[src/rtl/mem_arbiter_pkg.sv]
// Shared encodings for mem_arbiter: state and owner codes, idle bytemode, default hold length.
package mem_arbiter_pkg;

   localparam logic [1:0] IDLE   = 2'd0;
   localparam logic [1:0] ACCESS = 2'd1;
   localparam logic [1:0] DONE   = 2'd2;

   localparam logic OWN_IF  = 1'b0;
   localparam logic OWN_MEM = 1'b1;

   localparam logic [4:0] BM_WORD = 5'b01111;
   localparam int ACCESS_CYCLES_DEFAULT = 2;

   typedef struct packed {
      logic [31:0] addr;
      logic [31:0] wdata;
      logic [4:0]  bytemode;
      logic        we;
   } req_t;

endpackage

[src/rtl/mem_arbiter.sv]
// Fetch/data arbiter for the single MMU port; MEM-first, or round robin with MEM_ARBITER_ROUND_ROBIN_EN.
// Ack comes ACCESS_CYCLES+1 cycles after grant; requesters hold req level until their ack pulse.
module mem_arbiter
   import mem_arbiter_pkg::*;
#(
   parameter int ACCESS_CYCLES = ACCESS_CYCLES_DEFAULT,
   parameter int CNT_W         = 4
) (
   input  logic        clk,
   input  logic        reset,
   input  logic        if_req,
   input  logic [31:0] if_addr,
   output logic [31:0] if_rdata,
   output logic        if_ack,
   input  logic        mem_req,
   input  logic        mem_we,
   input  logic [31:0] mem_addr,
   input  logic [31:0] mem_wdata,
   input  logic [4:0]  mem_bytemode,
   output logic [31:0] mem_rdata,
   output logic        mem_ack,
   output logic        busy,
   output logic        mmu_read,
   output logic        mmu_write,
   output logic [31:0] mmu_addr,
   output logic [31:0] mmu_wdata,
   output logic [4:0]  mmu_bytemode,
   input  logic [31:0] mmu_rdata
);

   logic [1:0]       state_q, state_d;
   logic [CNT_W-1:0] cnt_q, cnt_d;
   logic             owner_q, owner_d;
   req_t             req_q, req_d;
   logic [31:0]      if_rdata_q, if_rdata_d;
   logic [31:0]      mem_rdata_q, mem_rdata_d;
   logic             grant_mem;
   logic             in_access;

`ifdef MEM_ARBITER_ROUND_ROBIN_EN
   logic last_grant_q, last_grant_d;
   // On contention the port that lost last time wins; a lone requester always wins.
   assign grant_mem = mem_req & (~if_req | (last_grant_q == OWN_IF));
`else
   assign grant_mem = mem_req;
`endif

   always_comb begin
      state_d     = state_q;
      cnt_d       = cnt_q;
      owner_d     = owner_q;
      req_d       = req_q;
      if_rdata_d  = if_rdata_q;
      mem_rdata_d = mem_rdata_q;
`ifdef MEM_ARBITER_ROUND_ROBIN_EN
      last_grant_d = last_grant_q;
`endif
      case (state_q)
         IDLE: begin
            if (mem_req || if_req) begin
               if (grant_mem) begin
                  owner_d        = OWN_MEM;
                  req_d.addr     = mem_addr;
                  req_d.wdata    = mem_wdata;
                  req_d.bytemode = mem_bytemode;
                  req_d.we       = mem_we;
               end else begin
                  owner_d        = OWN_IF;
                  req_d.addr     = if_addr;
                  req_d.wdata    = 32'd0;
                  req_d.bytemode = BM_WORD;
                  req_d.we       = 1'b0;
               end
`ifdef MEM_ARBITER_ROUND_ROBIN_EN
               last_grant_d = grant_mem ? OWN_MEM : OWN_IF;
`endif
               cnt_d   = CNT_W'(ACCESS_CYCLES - 1);
               state_d = ACCESS;
            end
         end
         ACCESS: begin
            if (cnt_q == '0) begin
               if (!req_q.we) begin
                  if (owner_q == OWN_MEM) mem_rdata_d = mmu_rdata;
                  else                    if_rdata_d  = mmu_rdata;
               end
               state_d = DONE;
            end else begin
               cnt_d = cnt_q - CNT_W'(1);
            end
         end
         DONE:    state_d = IDLE;
         default: state_d = IDLE;
      endcase
   end

   always_ff @(posedge clk) begin
      if (reset) begin
         state_q     <= IDLE;
         cnt_q       <= '0;
         owner_q     <= OWN_IF;
         req_q       <= '0;
         if_rdata_q  <= '0;
         mem_rdata_q <= '0;
`ifdef MEM_ARBITER_ROUND_ROBIN_EN
         last_grant_q <= OWN_IF;
`endif
      end else begin
         state_q     <= state_d;
         cnt_q       <= cnt_d;
         owner_q     <= owner_d;
         req_q       <= req_d;
         if_rdata_q  <= if_rdata_d;
         mem_rdata_q <= mem_rdata_d;
`ifdef MEM_ARBITER_ROUND_ROBIN_EN
         last_grant_q <= last_grant_d;
`endif
      end
   end

   // MMU inputs are driven only from latched state so they stay stable across the whole access.
   assign in_access    = (state_q == ACCESS);
   assign mmu_read     = in_access & ~req_q.we;
   assign mmu_write    = in_access & req_q.we;
   assign mmu_addr     = in_access ? req_q.addr : 32'd0;
   assign mmu_wdata    = in_access ? req_q.wdata : 32'd0;
   assign mmu_bytemode = in_access ? req_q.bytemode : BM_WORD;

   assign busy      = (state_q != IDLE);
   assign if_ack    = (state_q == DONE) && (owner_q == OWN_IF);
   assign mem_ack   = (state_q == DONE) && (owner_q == OWN_MEM);
   assign if_rdata  = if_rdata_q;
   assign mem_rdata = mem_rdata_q;

endmodule

[config.mk]
export PLATFORM = sky130hd
export DESIGN_NAME = mem_arbiter
export DESIGN_NICKNAME = d
export VERILOG_FILES = /design/src/rtl/mem_arbiter_pkg.sv /design/src/rtl/mem_arbiter.sv
export SDC_FILE = /design/constraint.sdc
export NUM_CORES = 1
export LEC_CHECK = 0
export CORE_ASPECT_RATIO = 1.75
export CORE_MARGIN = 5
export CORE_UTILIZATION = 45
export DETAILED_ROUTE_END_ITERATION = 12
export PLACE_DENSITY = 0.94
export SYNTH_ARGS = -nofsm -noshare
export SYNTH_HDL_FRONTEND = slang
export SYNTH_SLANG_ARGS = --single-unit
[constraint.sdc]
create_clock -name clk -period 3.9 [get_ports clk]
set_clock_uncertainty 0.05 [all_clocks]
set_input_delay 0.78 -clock clk [delete_from_list [all_inputs] [get_ports clk]]
set_output_delay 0.78 -clock clk [all_outputs]
set_load 0.01 [all_outputs]
==> impl_summary.md, run 1 <==
Run status
The flow ran to the end, and the final reports show no timing, DRC or antenna violations.

Clock network
The post-CTS resize count is 0. Once the clock tree was built, the setup fixing pass inserted 0 buffers. The insertion delay of the later-clocked pin in the worst-skew pair is 410 ps. The number of clock buffers added by TritonCTS is 17. The register clock-pin slew on the reported worst setup and hold paths is 60 ps. In this run the deepest clock path goes through 2 buffers.

The cell sitting at the root of the clock tree is a sky130_fd_sc_hd__clkbuf_16. The count of clock tree sinks is 141. The number of buffers added to fix hold violations after cts is 0.

The number of levels the H-tree was split into is 4. The CTS tree is built.

Run
The tool flagged a number of max-cap violations equal to 0.

Timing
The pin slew with the least headroom to its limit is 1180 ps. Of the available clock period, the critical path in the final layout requires 0.812. The final max-slew violation count was 0. The count of endpoints failing setup in the final report is 0. Hold is met by 417 ps. The count of endpoints failing hold in the final timing report is 0. Based on the critical path, the design can be clocked at up to 0.316 GHz.

Adding up every negative setup slack in the final design gives 0 ps. Setup repair after global routing left no endpoint under its margin. Setup slack closes at 735 ps. The shortest clock period the worst path allows after layout is 3170 ps.

The worst-case headroom to the max-slew limit is 0.210.

Critical path
The startpoint-to-endpoint class of the critical path is reg -> out. The startpoint of the worst-slack reg-to-reg timing path is state_q[1]. The sort of element at the start of the critical path is a register. The count of cells along the worst register-to-register path is 3. Along the worst path, the maximum fanout reaches 49.

STA classifies the critical path endpoint as an output pin. Data on the critical path is required at its endpoint by 3070 ps. The endpoint identified for the worst register-to-register timing path is req_q[64]. The minimum setup slack among reg-to-reg paths is 1470 ps.

The arrival time of the worst setup path is 2340 ps.

Layout
The finished cells cover 9530 µm². The most common cell after layout, fill and taps aside is sky130_fd_sc_hd__clkdlybuf4s50_1. In the layout the commonest cells are sky130_fd_sc_hd__clkdlybuf4s50_1 (273), sky130_fd_sc_hd__dfxtp_1 (141), sky130_fd_sc_hd__nand2b_1 (101), sky130_fd_sc_hd__mux2i_1 (96), sky130_fd_sc_hd__and2_1 (67).

The layout net count is 993. Of the cells placed in the final design, the portion with a size suffix greater than 1 is 0.0555. Compared with the post-synthesis result, the final layout area differs by 54.5%. The repair_antennas step left the layout with diodes totalling 0.

Drt
The detail route stage leaves a number of antenna-violating nets equal to 0. The first detailed-routing pass ran for 4 iterations. The routed via count divided by cell count is 5.13.

Detailed routing inserted a total of 5335 vias. The remaining design rule violation count is 0. The total wire length is 18.4 mm.

After the first detailed-routing iteration, the DRC count stood at 154. The wire length per cell after detailed routing is 17.7 µm.

Yosys
The flip-flop cell with the highest count after synthesis is sky130_fd_sc_hd__dfxtp_1. Synthesis inferred 141 register bits. The share of the yosys chip area belonging to registers is 0.458. The cell area that synthesis handed to floorplanning was 6170 µm². The Yosys step of the flow raised 0 warnings.

The async set or reset register ratio after synthesis is 0. The number of enable-type register cells in the synthesized netlist is 0. The synthesized net count is 745. Synthesis produced a netlist whose cell count is 605. The average instance in the mapped netlist occupies 10.2 µm².

The number of distinct library cells after synthesis is 33.

Global routing
The first global-routing pass estimated 28.4 mm of wire. The met2 usage is 0.403. The number of antenna violations at the first check in global routing was 0. The largest net degree at the start of global routing is 79. The number of global-route vias before repair is 5560. For this run, the total global-route usage over all layers was measured as 0.220.

For this run, global-route usage on met1 was measured as 0.226. The leftover overflow at the end of global routing is 0. In the global route stage, met3 resource usage came out at 0.0503. The most heavily used metal layer in global routing is met2.

Die
The die is 165 µm tall. The width of the die is 98.5 µm. The die covers 16200 µm². The initialized floorplan defines 56 standard-cell rows. The total area inside the core boundary comes to 13500 µm².

The top-level I/O count is 276. The effective utilization at floorplan is 0.459.

Pwr
The cell leakage power is 0.00380 µW. For this design the ratio of total power to cell area is 434 nW/µm². IR analysis of the VDD net gives a maximum drop of 0.307 mV.

Placed design
The detailed placer's ending HPWL is 13.4 mm. The number of input and output port buffers inserted is 275. OpenSTA, run right after detailed placement, puts the worst setup slack at 1190 ps. Once placement finished, the instance area stood at 8910 µm². At the end of routability-driven placement, the weighted congestion stood at 0.836.

Min path
The kind of path behind the tightest hold check is reg -> reg. The endpoint with the worst hold slack is req_q[37]. The number of instances on the worst hold path is 1. The hold path startpoint is req_q[37].
synth_stat cells, types with 7 or more instances:
cell,instances,area (µm²)
sky130_fd_sc_hd__nor2_1,7,26.3
sky130_fd_sc_hd__buf_6,8,90.1
sky130_fd_sc_hd__dfxtp_1,141,2820
sky130_fd_sc_hd__a21oi_1,39,195
sky130_fd_sc_hd__buf_2,12,60.1
sky130_fd_sc_hd__a211oi_1,32,240
sky130_fd_sc_hd__clkbuf_1,27,101
sky130_fd_sc_hd__and2_1,67,419
sky130_fd_sc_hd__nand2b_1,101,632
sky130_fd_sc_hd__mux2i_1,96,961
sky130_fd_sc_hd__buf_4,7,52.6
sky130_fd_sc_hd__a22o_1,34,298
registers in the layout, indices dropped and copies added, names as in the netlist:
| register | count |
|---|---|
| req_q | 70 |
| if_rdata | 32 |
| mem_rdata | 32 |
| cnt_q | 4 |
| state_q | 2 |
| owner_q | 1 |
routing by layer:
metal  vias to the layer above  wire [µm]
li1                       2584          -
met1                      2497       6550
met2                       199       9960
met3                        55       1030
met4                         0        847
met5                         -          0
area by class of cell:
class,count,area [µm²]
Clock buffer,19,433
Tap cell,174,218
Fill cell,985,3930
Clock inverter,12,185
Multi-Input combinational cell,406,3040
Inverter,4,15.0
Sequential cell,141,2820
Timing Repair Buffer,283,2820
power breakdown:
part	total (µW)	switching [µW]	internal (µW)
Clock	1700	625	1080
Combinational	795	356	438
Sequential	1640	73.8	1560
kinds of logic (layout without fill, tap and decap cells):
logic type,count (synthesis),count (layout),share of synthesized area
flops,141,141,0.458
compound gates,113,113,0.129
simple gates,195,195,0.202
mux,96,96,0.156
buf+inv,58,318,0.0517
fa+ha+maj,2,2,0.00406
worst max-delay path by stage:
stage	startpoint	to	slack [ps]
floorplan	mem_req	req_q[40]	1930
global placement	state_q[0]	mmu_addr[2]	1220
detailed placement	state_q[0]	mmu_addr[16]	1190
CTS	state_q[0]	mmu_addr[16]	720
global route	state_q[0]	mmu_addr[22]	580
finish	state_q[0]	mmu_addr[2]	730
metrics by stage:
step / std cells / utilization / power, µW
6_report: 1039 / 0.708 / 4130
5_1_grt: 1039 / 0.708 / 4310
2_1_floorplan: 605 / - / 2080
4_1_cts: 1039 / 0.708 / 4170
3_5_place_dp: 1008 / 0.662 / 2460
3_3_place_gp: 1008 / 0.662 / 2440
critical path, cell delays in order, from the launching register on:
cell and delay, ps:
sky130_fd_sc_hd__dfxtp_1 430, sky130_fd_sc_hd__nor2b_4 490, sky130_fd_sc_hd__buf_12 270, sky130_fd_sc_hd__and2_1 160, sky130_fd_sc_hd__clkdlybuf4s50_1 550
Note: power is estimated with default switching activity, not from simulation.
==> run 2: changes to the inputs <==
--- a/config.mk
+++ b/config.mk
@@ -7,9 +7,9 @@
 export LEC_CHECK = 0
 export CORE_ASPECT_RATIO = 1.75
 export CORE_MARGIN = 5
-export CORE_UTILIZATION = 45
+export CORE_UTILIZATION = 42
 export DETAILED_ROUTE_END_ITERATION = 12
-export PLACE_DENSITY = 0.94
+export PLACE_DENSITY = 0.89
 export SYNTH_ARGS = -nofsm -noshare
 export SYNTH_HDL_FRONTEND = slang
 export SYNTH_SLANG_ARGS = --single-unit
==> constraint.sdc (replaced) <==
create_clock -name clk -period 3.2 [get_ports clk]
set_clock_uncertainty 0.05 [all_clocks]
set_input_delay 0.64 -clock clk [delete_from_list [all_inputs] [get_ports clk]]
set_output_delay 0.64 -clock clk [all_outputs]
set_load 0.01 [all_outputs]
==> impl_summary.md, run 2 (synthesis results as in run 1) <==
Timing
The count of endpoints failing setup in the final report came to 0 (unchanged). The minimum setup slack in the final design is 302 ps (was 735 ps). The count of endpoints failing hold in the final timing report came to 0 (unchanged).

The maximum operating frequency is 0.345 GHz. Of the available clock period, the critical path in the final layout requires 0.906. The pin slew with the least headroom to its limit is 787 ps (was 1180 ps). The setup TNS after final layout is 0 ps (unchanged).

The final max-slew violation count is 0 (unchanged). RSZ-0062 raised after global routing: no (unchanged). The worst-case headroom to the max-slew limit came to 0.474 (was 0.210). The tightest hold margin was 416 ps (was 417 ps). The smallest clock period supported by the final layout is computed as 2900 ps.

Drt
The routed via count divided by cell count came to 5.06 (was 5.13). The remaining design rule violation count is 0 (unchanged). The total wire length is 18.4 mm (about the same). The total via count after detailed routing is 5307 (was 5335).

The residual antenna-violating net count after detailed routing is 0 (unchanged). The number of iterations in the first detailed-routing pass is 4 (unchanged). The initial DRC count is 180 (was 154). The wire length per cell after detailed routing is 17.6 µm (was 17.7 µm).

Min path
The kind of path behind the tightest hold check is reg -> reg (unchanged).

Layout
The synthesis-to-finish area growth is 54.1% (was 54.5%). The number of flip-flops under the largest register name is 70 (unchanged). The final design instance area without fill came to 9510 µm² (was 9530 µm²). Leading cell types in the layout, fill and taps excluded: sky130_fd_sc_hd__clkdlybuf4s50_1 (273), sky130_fd_sc_hd__dfxtp_1 (141), sky130_fd_sc_hd__nand2b_1 (101), sky130_fd_sc_hd__mux2i_1 (96), sky130_fd_sc_hd__and2_1 (67) (unchanged). The number of non-filler instances in the completed layout is 1049 (was 1039). The ratio of cells with drive above 1 in the final layout came to 0.0621 (was 0.0555).

The most common cell after layout, fill and taps aside is sky130_fd_sc_hd__clkdlybuf4s50_1 (unchanged). The layout net count is 996 (was 993). The number of antenna repair diodes is 0 (unchanged). The register name with the most flops was req_q (unchanged).

Clock network
The cell at the root of the clock tree is sky130_fd_sc_hd__clkbuf_16 (unchanged). The register clock-pin slew on the reported worst setup and hold paths was 60 ps (about the same). The CTS tree is built (unchanged). The number of buffers added to fix hold violations after cts is 0 (unchanged). The maximum buffer depth of the clock tree is 2 (unchanged). The count of clock tree sinks was 141 (unchanged).

The post-CTS resize count was 0 (unchanged). The insertion delay of the later-clocked pin in the worst-skew pair is 410 ps (about the same). The number of levels the H-tree was split into was 4 (unchanged). The number of buffers added by the clock tree synthesis step is 17 (unchanged). The number of buffers inserted by post-CTS setup repair is 0 (unchanged).

Critical path
The category of the worst setup path capture point is an output pin (unchanged). The largest driver fanout on the critical path was 61 (was 49). The arrival time of the worst setup path is 2210 ps (was 2340 ps). The startpoint-to-endpoint class of the critical path is reg -> out (unchanged). The data required time at the worst endpoint came to 2510 ps (was 3070 ps). The sort of element at the start of the critical path is a register (unchanged).

Die
The width of the die is 102 µm (was 98.5 µm). The die extent in y was 170 µm (was 165 µm). The overall die area came to 17300 µm² (was 16200 µm²). The standard cell core area is 14400 µm² (was 13500 µm²). The top-level I/O count is 276 (unchanged). The number of standard-cell rows in the floorplan was 58 (was 56).

The effective utilization at floorplan is 0.427 (was 0.459).

Placed design
The post-detailed-placement cell area is 8940 µm² (was 8910 µm²). The final weighted congestion in routability-driven placement is 0.851 (was 0.836). The placement-stage worst setup slack is 739 ps (was 1190 ps). The number of input and output port buffers inserted was 275 (unchanged).

The number of instances in the placed design is 1017 (was 1008). The detailed placer's ending HPWL is 13.4 mm (about the same).

Global routing
The first-pass GRT wire length is 28.1 mm (was 28.4 mm). The number of antenna violations at the first check in global routing is 0 (unchanged). The leftover overflow at the end of global routing is 0 (unchanged).

The number of global-route vias before repair is 5472 (was 5560). The largest net degree at the start of global routing came to 65 (was 79). The all-layer global routing usage is 0.209 (was 0.220).

Pwr
The cell leakage power is 0.00379 µW (was 0.00380 µW). The worst supply voltage drop on vdd was 0.341 mV (was 0.307 mV). The total power per unit cell area was 509 nW/µm² (was 434 nW/µm²).

Run
The reported max-cap violation count was 0 (unchanged).

Run status
Run status: finished clean (unchanged).
run 2: worst paths after layout:
path	from	slack [ps]	end	cells after the start
min reg2reg	req_q[31]	420	req_q[31]	1
max	state_q[0]	300	mmu_addr[13]	4
min	req_q[31]	420	req_q[31]	1
max reg2reg	cnt_q[0]	1140	if_rdata[7]	6
run 2: final cells by class:
cell class	count	area, µm²
fill	1111	4930
tap	180	225
timing repair buffer	286	2840
clock buffer	18	439
clock inverter	14	128
sequential	141	2820
inverter	4	15.0
multi-input combinational	406	3040
run 2: where the power goes:
group	internal (µW)	switching, µW
sequential	1900	88.0
combinational	538	434
clock	1040	830
total	3480	1350
run 2: routing by layer:
layer,GRT usage,vias to the layer above,routed length (µm)
met4,0.113,0,820
met1,0.219,2458,6740
met2,0.371,202,9760
met3,0.0541,51,1120
met5,0,-,0
li1,-,2596,-
run 2: worst max-delay path: stages, from the launching register on:
cell	delay, ps
sky130_fd_sc_hd__dfxtp_1	420
sky130_fd_sc_hd__nor2b_4	370
sky130_fd_sc_hd__buf_12	270
sky130_fd_sc_hd__and2_1	170
sky130_fd_sc_hd__clkdlybuf4s50_1	550
run 2: metrics by stage:
| step | power [µW] | util |
|---|---|---|
| floorplan | 2540 | - |
| global placement | 2980 | 0.619 |
| detailed placement | 3000 | 0.619 |
| CTS | 4890 | 0.658 |
| global route | 5050 | 0.658 |
| finish | 4830 | 0.658 |
